### config.mk
export PLATFORM = sky130hd
export DESIGN_NAME = macguffin_round_ctrl_flat
export DESIGN_NICKNAME = d
export VERILOG_FILES = /design/src/rtl/macguffin_round_ctrl_if.sv /design/src/rtl/macguffin_round_ctrl.sv /design/src/flat_wrapper.sv
export SDC_FILE = /design/constraint.sdc
export NUM_CORES = 1
export LEC_CHECK = 0
export BUFFER_PORTS_ARGS = -buffer_cell sky130_fd_sc_hd__buf_2
export CAP_MARGIN = 20
export CORE_ASPECT_RATIO = 1.4
export CORE_MARGIN = 10
export CORE_UTILIZATION = 45
export CTS_CLUSTER_SIZE = 25
export DETAILED_ROUTE_END_ITERATION = 10
export PLACE_DENSITY = 0.79
export SLEW_MARGIN = 20
export SYNTH_ARGS = -nofsm -noshare
export SYNTH_HDL_FRONTEND = slang
export SYNTH_SLANG_ARGS = --single-unit
### constraint.sdc
create_clock -name clk -period 1.4 [get_ports clk]
set_input_delay 0.07 -clock clk [delete_from_list [all_inputs] [get_ports clk]]
set_output_delay 0.07 -clock clk [all_outputs]
set_load 0.005 [all_outputs]
### src/rtl/macguffin_round_ctrl_if.sv
`default_nettype none
// ============================================================================
// Module      : macguffin_round_ctrl_if
// Description : Block in/out handshake bundle for the MacGuffin round sequencer.
// Revision    : 1.0 - initial release
// ============================================================================
interface macguffin_round_ctrl_if;
    logic        in_valid;
    logic        in_ready;
    logic [63:0] in_block;
    logic        in_decrypt;
    logic        out_valid;
    logic        out_ready;
    logic [63:0] out_block;

    modport master (
        output in_valid, in_block, in_decrypt, out_ready,
        input  in_ready, out_valid, out_block
    );

    modport slave (
        input  in_valid, in_block, in_decrypt, out_ready,
        output in_ready, out_valid, out_block
    );
endinterface
`default_nettype wire

### src/rtl/macguffin_round_ctrl.sv
`default_nettype none
// ============================================================================
// Module      : macguffin_round_ctrl
// Description : Iterative MacGuffin round sequencer, one round per clock.
//               Optional MACGUFFIN_ABORT_EN adds an abort input.
// Revision    : 1.0 - initial release
// ============================================================================
module macguffin_round_ctrl #(
    parameter int ROUNDS = 32,
    parameter int IDX_W  = $clog2(ROUNDS)
) (
    input  wire logic              clk,
    input  wire logic              rst_n,
    macguffin_round_ctrl_if.slave  bus,
    output logic [IDX_W-1:0]       rk_idx,
    input  wire logic [47:0]       rk,
    output logic [47:0]            f_in,
    input  wire logic [15:0]       f_out,
    output logic                   busy
`ifdef MACGUFFIN_ABORT_EN
    ,
    input  wire logic              abort
`endif
);

    localparam logic [1:0] S_IDLE = 2'd0;
    localparam logic [1:0] S_RUN  = 2'd1;
    localparam logic [1:0] S_DONE = 2'd2;

    localparam logic [IDX_W-1:0] C_LAST = IDX_W'(ROUNDS - 1);

    logic [1:0]       r_state;
    logic [1:0]       w_state_nxt;
    logic [IDX_W-1:0] r_cnt;
    logic [63:0]      r_blk;
    logic             r_mode;
    logic [63:0]      w_blk_nxt;
    logic             w_load;
    logic             w_step;
    logic             w_abort;

    logic [15:0] w_r0, w_r1, w_r2, w_r3;
    assign w_r0 = r_blk[63:48];
    assign w_r1 = r_blk[47:32];
    assign w_r2 = r_blk[31:16];
    assign w_r3 = r_blk[15:0];

`ifdef MACGUFFIN_ABORT_EN
    assign w_abort = abort && (r_state != S_IDLE);
`else
    assign w_abort = 1'b0;
`endif

    always_ff @(posedge clk) begin
        if (!rst_n) begin
            r_state <= S_IDLE;
        end else begin
            r_state <= w_state_nxt;
        end
    end

    always_comb begin
        w_state_nxt   = r_state;
        w_load        = 1'b0;
        w_step        = 1'b0;
        bus.in_ready  = 1'b0;
        bus.out_valid = 1'b0;
        bus.out_block = '0;
        busy          = 1'b0;
        rk_idx        = '0;
        f_in          = '0;
        w_blk_nxt     = r_blk;
        case (r_state)
            S_IDLE: begin
                bus.in_ready = 1'b1;
                if (bus.in_valid) begin
                    w_load      = 1'b1;
                    w_state_nxt = S_RUN;
                end
            end
            S_RUN: begin
                busy   = 1'b1;
                w_step = 1'b1;
                // Decrypt walks the key schedule backwards and rotates right.
                if (r_mode) begin
                    rk_idx    = C_LAST - r_cnt;
                    f_in      = {w_r0, w_r1, w_r2} ^ rk;
                    w_blk_nxt = {w_r3 ^ f_out, w_r0, w_r1, w_r2};
                end else begin
                    rk_idx    = r_cnt;
                    f_in      = {w_r1, w_r2, w_r3} ^ rk;
                    w_blk_nxt = {w_r1, w_r2, w_r3, w_r0 ^ f_out};
                end
                if (r_cnt == C_LAST) begin
                    w_state_nxt = S_DONE;
                end
            end
            S_DONE: begin
                busy          = 1'b1;
                bus.out_valid = 1'b1;
                bus.out_block = r_blk;
                if (bus.out_ready) begin
                    w_state_nxt = S_IDLE;
                end
            end
            default: begin
                w_state_nxt = S_IDLE;
            end
        endcase
        if (w_abort) begin
            w_state_nxt = S_IDLE;
            w_step      = 1'b0;
        end
    end

    always_ff @(posedge clk) begin
        if (!rst_n) begin
            r_cnt  <= '0;
            r_blk  <= '0;
            r_mode <= 1'b0;
        end else if (w_abort) begin
            r_cnt <= '0;
            r_blk <= '0;
        end else if (w_load) begin
            r_cnt  <= '0;
            r_blk  <= bus.in_block;
            r_mode <= bus.in_decrypt;
        end else if (w_step) begin
            r_cnt <= r_cnt + IDX_W'(1);
            r_blk <= w_blk_nxt;
        end
    end

endmodule
`default_nettype wire
### src/flat_wrapper.sv
// flat-port wrapper written by rule: the top's interface ports become plain ports
module macguffin_round_ctrl_flat 
#(
    parameter int ROUNDS = 32,
    parameter int IDX_W  = $clog2(ROUNDS)
)
  (clk, rst_n, rk_idx, rk, f_in, f_out, busy, bus_in_valid, bus_in_block, bus_in_decrypt, bus_out_ready, bus_in_ready, bus_out_valid, bus_out_block);
  macguffin_round_ctrl_if bus_i ();
  input  wire logic clk;
  input  wire logic rst_n;
  output logic [IDX_W-1:0] rk_idx;
  input  wire logic [47:0] rk;
  output logic [47:0] f_in;
  input  wire logic [15:0] f_out;
  output logic busy;
  input wire logic [$bits(bus_i.in_valid)-1:0] bus_in_valid;
  input wire logic [$bits(bus_i.in_block)-1:0] bus_in_block;
  input wire logic [$bits(bus_i.in_decrypt)-1:0] bus_in_decrypt;
  input wire logic [$bits(bus_i.out_ready)-1:0] bus_out_ready;
  output wire logic [$bits(bus_i.in_ready)-1:0] bus_in_ready;
  output wire logic [$bits(bus_i.out_valid)-1:0] bus_out_valid;
  output wire logic [$bits(bus_i.out_block)-1:0] bus_out_block;
  assign bus_i.in_valid = bus_in_valid;
  assign bus_i.in_block = bus_in_block;
  assign bus_i.in_decrypt = bus_in_decrypt;
  assign bus_i.out_ready = bus_out_ready;
  assign bus_in_ready = bus_i.in_ready;
  assign bus_out_valid = bus_i.out_valid;
  assign bus_out_block = bus_i.out_block;
  macguffin_round_ctrl #(.ROUNDS(ROUNDS), .IDX_W(IDX_W)) u_core (.clk(clk), .rst_n(rst_n), .bus(bus_i), .rk_idx(rk_idx), .rk(rk), .f_in(f_in), .f_out(f_out), .busy(busy));
endmodule
==> results by stage <==
Logic synthesis:
- The synthesized netlist devotes 19.9% of its cell area to compound gates.
- Counting flops and latches in the post-synthesis netlist gives 72.
- The yosys synthesis warning count is 0.
- Of the synthesized area, sequential elements account for 24.1%.
- By area, the combinational part of the netlist is dominated by simple AND/OR/NAND/NOR gates.
- The synthesized design spends more area on one cell type than any other, namely dfxtp_1.
- The post-synthesis average cell area is 8.03 um^2.
- The area share of the largest cell type after synthesis is 24.1%.
- The dominant register cell in the synthesized netlist is dfxtp_1.
- The synthesized net count is 884.
- The synthesized design contains 0 enable-type register cells.
- In the post-synthesis netlist, the biggest area contributors are dfxtp_1, mux2i_1, and2_1, xnor2_1, a211o_1.
- The number of standard cells after synthesis is 745.
- Of the total synthesized cell area, the portion taken by XOR and XNOR cells is 12.9%.
- Synthesis instantiated 27 different standard cells from the library.
- In this run the cell area of the synthesized design comes to 5980 um^2.
- After Yosys synthesis, and, or, nand and nor cells account for 21.2% of the synthesized area.
- The portion of netlist area occupied by mux cells is 13.7%.
- The adder-cell share of the synthesized area is 1.25%.
- The share of flip-flops with an asynchronous set or reset after synthesis is 0%.

Setup path:
- The kind of capture point of the worst setup path is an output port.
- The endpoint of the worst-slack reg-to-reg timing path is u_core.r_blk[34].
- The maximum fanout along the worst path is 6.
- The most numerous cell type found on the critical path is buf_6.
- For this run, the slowest stage of the critical path takes 0.44 ns.
- The critical path goes through buf_6 > buf_6 > mux2i_2 > xnor2_1 > and2_1 > buf_2.
- Data on the critical path is required at its endpoint by 1.33 ns.
- For flop-to-flop paths, the worst setup slack is -0.37 ns.
- For this design, the slowest cell found on the critical path is dfxtp_4.
- The worst setup path is launched from a flop.
- The worst setup path category is reg2out.
- The worst register-to-register path begins at u_core.r_mode.
- Data on the critical path arrives at its endpoint at 1.71 ns.
- The worst register-to-register path has a depth of 8.

Global routing:
- The global-route wire length before repair is 40100 um.
- Entering global routing, the biggest net connects 42 pins.
- Across every metal layer, demand over resource in global routing totals 27.2%.
- The via count of the first global-routing pass is 7206.
- After global routing the overflow that remains totals 0.
- The initial antenna violation count came to 1.

Timing:
- The part of the cycle the worst path needs is 127%.
- The maximum clock rate is 0.562 GHz.
- Hold is met by 0.0196 ns.
- Setup repair after global routing could not meet its margin everywhere.
- The count of final setup violators is 188.
- The measured slew at the worst slew-check pin is 0.491 ns.
- The worst relative slew slack is 67.2%.
- In the post-route analysis, the smallest setup slack over all paths is -0.380 ns.
- The final number of max-transition violations is 0.
- The clock arrives with 0.00614 ns of skew.
- The final count of hold timing violations is 0.
- For the finished layout, the period the worst path requires is 1.78 ns.

Routing:
- Before antenna repair, the detailed router went through 9 iterations.
- Dividing the detail-routed via count by the number of cells gives 6.12.
- The number of nets with antenna violations after detailed routing is 0.
- The number of vias in the routed layout is 7801.
- The number of violations reported at the end of detailed-routing iteration 0 is 813.
- The total routed wirelength is 34200 um.
- The average wire per standard cell is 26.8 um.
- For this run, design rule violations remaining after detail routing come to 0.

Clocking:
- The clock buffer count from CTS is 9.
- No sink is reached through more buffers than the 2 on the longest clock path.
- The clock sink count is 72.
- The H-tree was split into 3 levels.
- The worst-skew pair later-pin latency is 0.33 ns.
- CTS placed an instance of clkbuf_16 at the clock tree root.
- After clock tree synthesis, the clock-pin slew on the worst setup and hold paths is 0.06 ns.
- TritonCTS built the clock tree.

Floorplan:
- The floorplan step defined a die boundary enclosing 18400 um^2.
- 253 I/O pins were placed.
- The height of the die is 156 um.
- The row count is 49.
- The initial standard-cell utilization of the core is 46.3%.
- The floorplan step defined a core boundary enclosing 12900 um^2.
- The die is 117 um wide.

Cells and area:
- The synthesis-to-layout area growth is 80.7%.
- The finished layout holds 1275 standard cells, fillers aside.
- The final-stage net count is 1229.
- The proportion of layout cells with a drive suffix above 1 is 52.4%.
- The top cell types in the final layout, fill and taps aside, are buf_2, buf_6, and2_4, dfxtp_1, xnor2_1.
- The library cell used most frequently in the layout, excluding fill and tap cells, is buf_2.
- Once layout is complete, the utilization of the core stands at 83.6%.
- The summed area of non-filler cells in the final layout is 10800 um^2.

Placement:
- Detailed placement finished with a half-perimeter wire length of 16800 um.
- The pre-CTS worst setup slack is -0.210 ns.
- The number of placed instances, taps included, is 1148.
- The number of port buffers is 252.
- The routability-driven placement congestion ratio is 0.957.
- Summing all placed instances gives a cell area of 7630 um^2.

Min path:
- The path with the worst hold slack has its endpoint at u_core.r_blk[49].
- In this run the most critical hold path is launched from bus_in_block[49].
- The path type of the worst min-delay path is in2reg.
- Counting instances, the worst hold path has a depth of 2.

Power:
- For this design the static power due to leakage is 0.00457 uW.
- VDD sags by at most 1.35 mV.
- The power per cell area is 1850 nW/um^2.

Status:
- The final reports fail on setup timing.
- The flow ran to the end, but the final reports show violations.

Flow run:
- The number of maximum-capacitance constraint violations is 0.
## cells in the mapped netlist (23+ instances only)
cell type,count
nand2_1,37
dfxtp_1,72
and2_1,118
a211o_1,32
a21oi_1,51
mux2i_1,82
xor2_1,23
o21ai_0,48
clkbuf_1,36
nor2_1,37
nand2b_1,32
xnor2_1,65
## worst max-delay path by stage
stage                                from                 to  depth (start not counted)
after detailed placement  u_core.r_cnt[1]  u_core.r_state[1]                          6
after global placement    u_core.r_cnt[1]  u_core.r_state[1]                          6
after global routing        u_core.r_mode           f_in[30]                          6
after floorplan           u_core.r_cnt[1]  u_core.r_state[1]                          6
final                       u_core.r_mode           f_in[14]                          6
after CTS                   u_core.r_mode           f_in[34]                          6
## cell families after synthesis
| kind of cell | count (synthesis) |
|---|---|
| AND/OR/NAND/NOR | 231 |
| AO/OA/AOI/OAI | 181 |
| XOR/XNOR | 88 |
| buffers and inverters | 85 |
| multiplexers | 82 |
| flip-flops | 72 |
| adder cells (fa/ha/maj) | 6 |
## timing repair
action | in CTS | in global routing
setup buffers | 21 | 22
hold buffers | 31 | 0
pin swaps | 45 | 63
gates cloned | 17 | 21
gates resized for setup | 116 | 217
endpoints found under the hold margin | 31 | 0
endpoints found under the setup margin | 168 | 189
## state kept, by name (all words and copies together), names as in the netlist
register,flops
u_core.r_blk,64
u_core.r_mode,1
u_core.r_state,2
u_core.r_cnt,5
## per-stage QoR
stage	total power (uW)	setup TNS [ns]
after floorplan	8980	-0.112
after global placement	11600	-1.01
after detailed placement	11800	-3.57
after CTS	16400	-33.78
after global routing	20600	-50.31
final	20000	-44.25
## final cells by class
cell class	instances	area, um^2
fillers	674	2120
repair buffers	399	3900
inverters	19	76.3
flip-flops and latches	72	1460
well taps	178	223
diodes	2	5.00
clock buffers	16	272
multi-input cells	589	4880
## critical path: cells and delay by family, from the launching register on
family        cells  cell delay, ns
flops             1            0.44
buf+inv           3            0.38
mux               1            0.25
simple gates      1            0.16
xor+xnor          1            0.15
## power by group
| part | internal, uW | switching, uW |
|---|---|---|
| logic | 7150 | 6050 |
| registers | 2770 | 1820 |
| clock network | 1300 | 892 |
## routing by layer
metal | track usage (%) | up-vias | wire length (um)
li1 | - | 3264 | -
met1 | 25.9 | 3711 | 11000
met2 | 51.0 | 604 | 17100
met3 | 7.74 | 222 | 2990
met4 | 16.5 | 0 | 3080
met5 | 0 | - | 0
Note: power is estimated with default switching activity, not from simulation.
